### src/rtl/axi2s_reg_bank_pkg.sv
// Shared constants and types for the multi-channel AXI-to-stream register bank.
// Register offsets, reset values, window geometry and STATUS bit indices.
package axi2s_reg_bank_pkg;

  localparam logic [5:0] OFF_CTRL   = 6'h00;
  localparam logic [5:0] OFF_STATE  = 6'h04;
  localparam logic [5:0] OFF_STATUS = 6'h08;
  localparam logic [5:0] OFF_IBASE  = 6'h10;
  localparam logic [5:0] OFF_ISIZE  = 6'h14;
  localparam logic [5:0] OFF_OBASE  = 6'h18;
  localparam logic [5:0] OFF_OSIZE  = 6'h1C;
  localparam logic [5:0] OFF_FLEN   = 6'h20;
  localparam logic [5:0] OFF_FADJ   = 6'h24;
  localparam logic [5:0] OFF_TSTART = 6'h30;
  localparam logic [5:0] OFF_TEND   = 6'h34;
  localparam logic [5:0] OFF_RSTART = 6'h38;
  localparam logic [5:0] OFF_REND   = 6'h3C;

  localparam logic [5:0] OFF_VERSION  = 6'h00;
  localparam logic [5:0] OFF_COMMIT   = 6'h04;
  localparam logic [5:0] OFF_IRQ_MASK = 6'h08;

  localparam logic [7:0] CH_STRIDE = 8'h40;
  localparam logic [7:0] GLB_OFF   = 8'hC0;

  localparam int ST_OVR = 0;
  localparam int ST_UND = 1;
  localparam int ST_AXI = 2;

  localparam logic [31:0] RST_IBASE = 32'hfffc0000;
  localparam logic [31:0] RST_OBASE = 32'hfffd0000;
  localparam logic [17:0] RST_SIZE  = 18'h400;
  localparam logic [23:0] RST_FLEN  = 24'd1920;
  localparam logic [23:0] RST_TEND  = 24'd1919;

  typedef struct packed {
    logic        ien;
    logic        oen;
    logic        tdd;
    logic [31:0] ibase;
    logic [17:0] isize;
    logic [31:0] obase;
    logic [17:0] osize;
    logic [23:0] flen;
    logic [23:0] fadj;
    logic [23:0] tstart;
    logic [23:0] tend;
    logic [23:0] rstart;
    logic [23:0] rend;
  } cfg_t;

  localparam cfg_t CFG_RST = '{
    ien: 1'b0, oen: 1'b0, tdd: 1'b0,
    ibase: RST_IBASE, isize: RST_SIZE,
    obase: RST_OBASE, osize: RST_SIZE,
    flen: RST_FLEN, fadj: 24'd0,
    tstart: 24'd0, tend: RST_TEND,
    rstart: 24'd0, rend: RST_TEND
  };

endpackage

### src/rtl/axi2s_chan_regs.sv
// One channel: shadow/active config pair, pending flag, sticky W1C status.
// Read data is the combinational view of this channel's window at off.
module axi2s_chan_regs
  import axi2s_reg_bank_pkg::*;
(
  input  logic        clk,
  input  logic        rst,
  input  logic        wr,
  input  logic [5:0]  off,
  input  logic [31:0] din,
  input  logic        force_commit,
  input  logic        frame_sync,
  input  logic [2:0]  evt,
  output cfg_t        act,
  output logic        pending,
  output logic [2:0]  status,
  output logic [31:0] rdata
);

  cfg_t       shd;
  cfg_t       shd_nxt;
  logic       rw_wr;
  logic [2:0] clr;
  logic       commit;

  assign commit = pending & (frame_sync | force_commit);
  assign clr    = (wr && off == OFF_STATUS) ? din[2:0] : 3'b000;

  // Shadow write decode; only RW registers mark the channel pending.
  always_comb begin
    shd_nxt = shd;
    rw_wr   = 1'b0;
    if (wr) begin
      rw_wr = 1'b1;
      case (off)
        OFF_CTRL: begin
          shd_nxt.ien = din[0];
          shd_nxt.oen = din[1];
          shd_nxt.tdd = din[2];
        end
        OFF_IBASE:  shd_nxt.ibase  = din;
        OFF_ISIZE:  shd_nxt.isize  = din[23:6];
        OFF_OBASE:  shd_nxt.obase  = din;
        OFF_OSIZE:  shd_nxt.osize  = din[23:6];
        OFF_FLEN:   shd_nxt.flen   = din[23:0];
        OFF_FADJ:   shd_nxt.fadj   = din[23:0];
        OFF_TSTART: shd_nxt.tstart = din[23:0];
        OFF_TEND:   shd_nxt.tend   = din[23:0];
        OFF_RSTART: shd_nxt.rstart = din[23:0];
        OFF_REND:   shd_nxt.rend   = din[23:0];
        default:    rw_wr = 1'b0;
      endcase
    end
  end

  // Commit copies the pre-write shadow; a same-cycle write keeps pending.
  always_ff @(posedge clk or posedge rst) begin
    if (rst) begin
      shd     <= CFG_RST;
      act     <= CFG_RST;
      pending <= 1'b0;
      status  <= 3'b000;
    end else begin
      shd <= shd_nxt;
      if (commit)
        act <= shd;
      if (rw_wr)
        pending <= 1'b1;
      else if (commit)
        pending <= 1'b0;
      status <= (status & ~clr) | evt;
    end
  end

  // Window read view: shadow for RW registers.
  always_comb begin
    rdata = '0;
    case (off)
      OFF_CTRL:   rdata[2:0] = {shd.tdd, shd.oen, shd.ien};
      OFF_STATE:  rdata[3:0] = {pending, act.tdd, act.oen, act.ien};
      OFF_STATUS: rdata[2:0] = status;
      OFF_IBASE:  rdata = shd.ibase;
      OFF_ISIZE:  rdata[23:6] = shd.isize;
      OFF_OBASE:  rdata = shd.obase;
      OFF_OSIZE:  rdata[23:6] = shd.osize;
      OFF_FLEN:   rdata[23:0] = shd.flen;
      OFF_FADJ:   rdata[23:0] = shd.fadj;
      OFF_TSTART: rdata[23:0] = shd.tstart;
      OFF_TEND:   rdata[23:0] = shd.tend;
      OFF_RSTART: rdata[23:0] = shd.rstart;
      OFF_REND:   rdata[23:0] = shd.rend;
      default:    rdata = '0;
    endcase
  end

endmodule

### src/rtl/axi2s_reg_bank.sv
// Multi-channel AXI-to-stream register bank: decode, globals, read port, irq.
// Optional AXI2S_IRQ_EN adds IRQ_MASK at C8 and a registered irq output.
module axi2s_reg_bank
  import axi2s_reg_bank_pkg::*;
#(
  parameter logic [17:0] BASE = 18'h01000,
  parameter int          NCH  = 2,
  parameter logic [31:0] VER  = 32'h0002_0000
) (
  input  logic              clk,
  input  logic              rst,
  input  logic              en,
  input  logic              wen,
  input  logic [17:0]       addr,
  input  logic [31:0]       din,
  output logic [31:0]       dout,
  output logic              rvalid,
  input  logic [NCH-1:0]    frame_sync,
  input  logic [3*NCH-1:0]  evt,
  output logic [NCH-1:0]    ien,
  output logic [NCH-1:0]    oen,
  output logic [NCH-1:0]    tddmode,
  output logic [32*NCH-1:0] ibase,
  output logic [32*NCH-1:0] obase,
  output logic [18*NCH-1:0] isize,
  output logic [18*NCH-1:0] osize,
  output logic [24*NCH-1:0] frame_len,
  output logic [24*NCH-1:0] frame_adj,
  output logic [24*NCH-1:0] tstart,
  output logic [24*NCH-1:0] tend,
  output logic [24*NCH-1:0] rstart,
  output logic [24*NCH-1:0] rend,
  output logic [NCH-1:0]    pending,
  output logic              irq
);

  logic             hit;
  logic [1:0]       ch;
  logic [5:0]       off;
  logic             glb;
  logic             wr;
  logic             rd;
  logic [NCH-1:0]   commit_vec;
  logic [3*NCH-1:0] status_all;
  logic [31:0]      rdata;
  logic [31:0]      rd_ch [NCH];
  cfg_t             act [NCH];
  logic             unused_addr;

  assign unused_addr = &{1'b0, addr[1:0]};
  assign hit = addr[17:8] == BASE[17:8];
  assign ch  = addr[7:6];
  assign off = {addr[5:2], 2'b00};
  assign glb = ch == GLB_OFF[7:6];
  assign wr  = en & wen & hit;
  assign rd  = en & ~wen;

  assign commit_vec = (wr && glb && off == OFF_COMMIT)
                    ? din[NCH-1:0] : '0;

  for (genvar c = 0; c < NCH; c++) begin : g_ch
    axi2s_chan_regs u_ch (
      .clk          (clk),
      .rst          (rst),
      .wr           (wr && ch == 2'(c)),
      .off          (off),
      .din          (din),
      .force_commit (commit_vec[c]),
      .frame_sync   (frame_sync[c]),
      .evt          (evt[3*c +: 3]),
      .act          (act[c]),
      .pending      (pending[c]),
      .status       (status_all[3*c +: 3]),
      .rdata        (rd_ch[c])
    );
    assign ien[c]             = act[c].ien;
    assign oen[c]             = act[c].oen;
    assign tddmode[c]         = act[c].tdd;
    assign ibase[32*c +: 32]  = act[c].ibase;
    assign obase[32*c +: 32]  = act[c].obase;
    assign isize[18*c +: 18]  = act[c].isize;
    assign osize[18*c +: 18]  = act[c].osize;
    assign frame_len[24*c +: 24] = act[c].flen;
    assign frame_adj[24*c +: 24] = act[c].fadj;
    assign tstart[24*c +: 24] = act[c].tstart;
    assign tend[24*c +: 24]   = act[c].tend;
    assign rstart[24*c +: 24] = act[c].rstart;
    assign rend[24*c +: 24]   = act[c].rend;
  end

`ifdef AXI2S_IRQ_EN
  logic [3*NCH-1:0] mask;

  // IRQ mask register and registered interrupt.
  always_ff @(posedge clk or posedge rst) begin
    if (rst) begin
      mask <= '0;
      irq  <= 1'b0;
    end else begin
      if (wr && glb && off == OFF_IRQ_MASK)
        mask <= din[3*NCH-1:0];
      irq <= |(status_all & mask);
    end
  end
`else
  assign irq = 1'b0;
`endif

  // Read mux: globals, in-range channel windows, zero elsewhere.
  always_comb begin
    rdata = '0;
    if (hit) begin
      if (glb) begin
        case (off)
          OFF_VERSION:  rdata = VER;
`ifdef AXI2S_IRQ_EN
          OFF_IRQ_MASK: rdata[3*NCH-1:0] = mask;
`endif
          default:      rdata = '0;
        endcase
      end else begin
        for (int c = 0; c < NCH; c++)
          if (ch == 2'(c))
            rdata = rd_ch[c];
      end
    end
  end

  // Registered read port; dout holds when no read is issued.
  always_ff @(posedge clk or posedge rst) begin
    if (rst) begin
      dout   <= '0;
      rvalid <= 1'b0;
    end else begin
      rvalid <= rd;
      if (rd)
        dout <= rdata;
    end
  end

endmodule

### config.mk
export PLATFORM = sky130hd
export DESIGN_NAME = axi2s_reg_bank
export DESIGN_NICKNAME = d
export VERILOG_FILES = /design/src/rtl/axi2s_reg_bank_pkg.sv /design/src/rtl/axi2s_chan_regs.sv /design/src/rtl/axi2s_reg_bank.sv
export SDC_FILE = /design/constraint.sdc
export NUM_CORES = 2
export LEC_CHECK = 0
export CAP_MARGIN = 20
export CORE_ASPECT_RATIO = 1.75
export CORE_MARGIN = 2
export CORE_UTILIZATION = 30
export DETAILED_ROUTE_END_ITERATION = 12
export GPL_TIMING_DRIVEN = 0
export SYNTH_ARGS = -nofsm -noshare
export SYNTH_HDL_FRONTEND = slang
export SYNTH_SLANG_ARGS = --single-unit
### constraint.sdc
create_clock -name clk -period 100 [get_ports clk]
set_clock_uncertainty 0.05 [all_clocks]
set_input_delay 10 -clock clk [delete_from_list [all_inputs] [get_ports clk]]
set_output_delay 10 -clock clk [all_outputs]
set_load 0.005 [all_outputs]
==> impl_metrics.toml <==
[timing]
finalHoldViolations = 0
final-max-slew-violation-count = 0
fmax_mhz = 75.3
max-slew-margin-rel_pct = 10.5
period_share_pct = 13.3
rsz0062_at_grt = "false"
setup_violations = 0
tns_ps = 0
period_needed_ps = 13280
worstMarginPinSlew_ps = 1340

[route]
wl_per_cell_um = 37.3
ant_nets = 0
firstDrtPassIters = 6
via_per_inst = 5.50
drtIter0Drc = 2823
drc = 0
vias = 30800
routed_wl_um = 209000

[cells_and_area]
fillers = 13900
nets = 3703
drive_above_1_share_pct = 42.9
syn2layout_area_growth_pct = 27.3
final_cells = 5602
regArea_um2 = 26000
multiInputGateArea_um2 = 16200
fin_area_um2 = 55500

[global_route]
grt_pass1_vias = 31300
grt_use_total_pct = 27.7
grt_pass1_wl_um = 279000
grt_max_degree = 131
antenna_found_initial = 17
grt-ovfl-total = 0

[die]
dieArea_um2 = 149000
pin_count = 592
die_w_um = 292
die_h_um = 508
num_rows = 185
coreArea_um2 = 145000
start_util_pct = 30.1

[place]
dp_cells = 5408
place_area_um2 = 52100
post-dp-hpwl_um = 160000
port_buffers = 567
place_congestion = 0.986

[yosys]
synth_area_leader_cell = "dfrtp_1"
synth_cells = 2944
synth_seq_cells = 1029
syn_area_per_cell_um2 = 14.8
async_reset_ff_share_pct = 100
ys_seq_area_share_pct = 59.7
synth_nets = 3006
synth.area.top_cells = "dfrtp_1, mux2_2, dfstp_2, mux2i_1, a22oi_1"
yosys.area.top_type_share_pct = 46.4
syn_area_um2 = 43600
ys_warn_count = 0
synthFlopType = "dfrtp_1"
synth_edf_count = 0
yosysUniqueCellTypes = 75

[flow_run]
max-cap-violations = 0

[critical_path]
critPathCaptureType = "flip-flop"
required_ps = 100600
worstSetupStartpointType = "primary input"
worstPathArrival_ps = 13880
path_max_fanout = 10
crit_type = "primary input to flip-flop"

[min_path]
hp-class = "flip-flop to flip-flop"

[pwr]
power_leakage_nw = 25.2
powerDensity_nw_per_um2 = 15.4
vdd_drop_max_v = 0.0000146
power.total_mw = 0.853

[cts]
cts_buffers = 98
cts_buffer_depth = 3
cts-resized-gates = 0
cts_tree = "yes"
postCtsSetupBuffers = 0
clock_sinks = 1029
cts_hold_buf = 0
clk_latency_ps = 750
cts.clk_slew.worst_paths_ps = 70
cts-root-buf = "clkbuf_16"
cts_max_level = 3

[run_status]
status = "completed"
-- critical path, stage by stage --
cell and delay, ps:
clkdlybuf4s50_1 730, buf_2 300, and2_1 150, clkbuf_1 870, buf_2 740, a22oi_1 370
o22ai_1 260, a211oi_1 150, a211oi_1 280
-- logic make-up after synthesis --
logic type	count (synthesis)	share of synthesized area [%]
AND/OR/NAND/NOR	258	3.46
AO/OA/AOI/OAI	333	5.63
buffers and inverters	238	3.36
other	1	0.00860
multiplexers	1085	27.9
flip-flops	1029	59.7
-- flip-flops by register name (all words and copies together) (netlist names) --
register	count
rvalid	1
g_ch.u_ch.act	494
dout	32
g_ch.u_ch.status	6
g_ch.u_ch.shd	494
g_ch.u_ch.pending	2
-- per-stage QoR --
step / hold WS (ps) / utilization [%] / worst slack (ps)
final: 434 / 38.3 / 86720
after global routing: 462 / 38.3 / 86820
after CTS: 438 / 38.3 / 86940
after detailed placement: 423 / 36.0 / 86160
after global placement: 416 / 35.6 / 48540
after floorplan: 413 / - / 61360
-- layout make-up --
cell class,instances,share of cell area (%)
diodes,8,0.0361
plain buffers,229,2.58
clock buffers,142,5.13
clock inverters,41,0.838
inverters,9,0.0744
multi-input cells,1677,29.1
flip-flops and latches,1029,46.9
well taps,1870,4.21
repair buffers,597,11.1
-- layout by cell type, fill, tap and decap left out, types with 21 or more instances in the layout --
master	instances
buf_4	41
o22ai_1	43
buf_6	51
a21oi_1	25
mux2_2	1001
a22oi_1	81
clkbuf_8	21
buf_2	60
clkbuf_16	99
clkdlybuf4s50_1	567
a221oi_1	25
clkbuf_1	99
nand2_1	60
o21ai_0	36
dfstp_2	220
dfrtp_1	809
nand3_1	33
nor2_1	43
mux2i_1	75
-- routing by layer --
layer / share of wire, % / vias to the layer above / global-route usage [%]
li1: - / 12200 / -
met1: 39 / 16400 / 33.7
met2: 46 / 1753 / 44.5
met3: 8.1 / 475 / 7.05
met4: 6.6 / 2 / 16.1
met5: 0.0053 / - / 0
-- final timing paths --
path | start | end | slack, ps | cells past startpoint
min in group asynchronous | rst | g_ch[0].u_ch.act[101] | 9680 | 2
max reg2reg | g_ch[1].u_ch.pending | g_ch[1].u_ch.act[179] | 97850 | 4
max | addr[3] | dout[9] | 86720 | 9
min reg2reg | dout[4] | dout[4] | 430 | 2
max in group asynchronous | rst | g_ch[1].u_ch.act[133] | 87680 | 6
min | dout[4] | dout[4] | 430 | 2
-- synth_stat cells, types with 8 or more instances --
cell / number
a22oi_1: 81
buf_6: 47
nor2_1: 45
o211ai_1: 9
a21oi_1: 25
nand2_1: 60
a22o_1: 19
a221oi_1: 25
o22ai_1: 43
clkbuf_1: 77
dfrtp_1: 809
dfstp_2: 220
mux2i_1: 75
buf_2: 58
nor2b_1: 12
a32oi_1: 15
nor3b_1: 8
nand2b_1: 11
mux2_2: 1001
nand3_1: 33
a2111oi_0: 9
o21ai_0: 36
a211oi_1: 12
a32o_1: 10
buf_4: 39
nor3_1: 16
-- power by group --
part | internal, mW | switching [mW] | total [mW]
combinational | 0.00735 | 0.0340 | 0.0413
sequential | 0.417 | 0.0000722 | 0.417
clock | 0.218 | 0.177 | 0.395
total | 0.642 | 0.211 | 0.853
(Power assumes the default switching activity.)
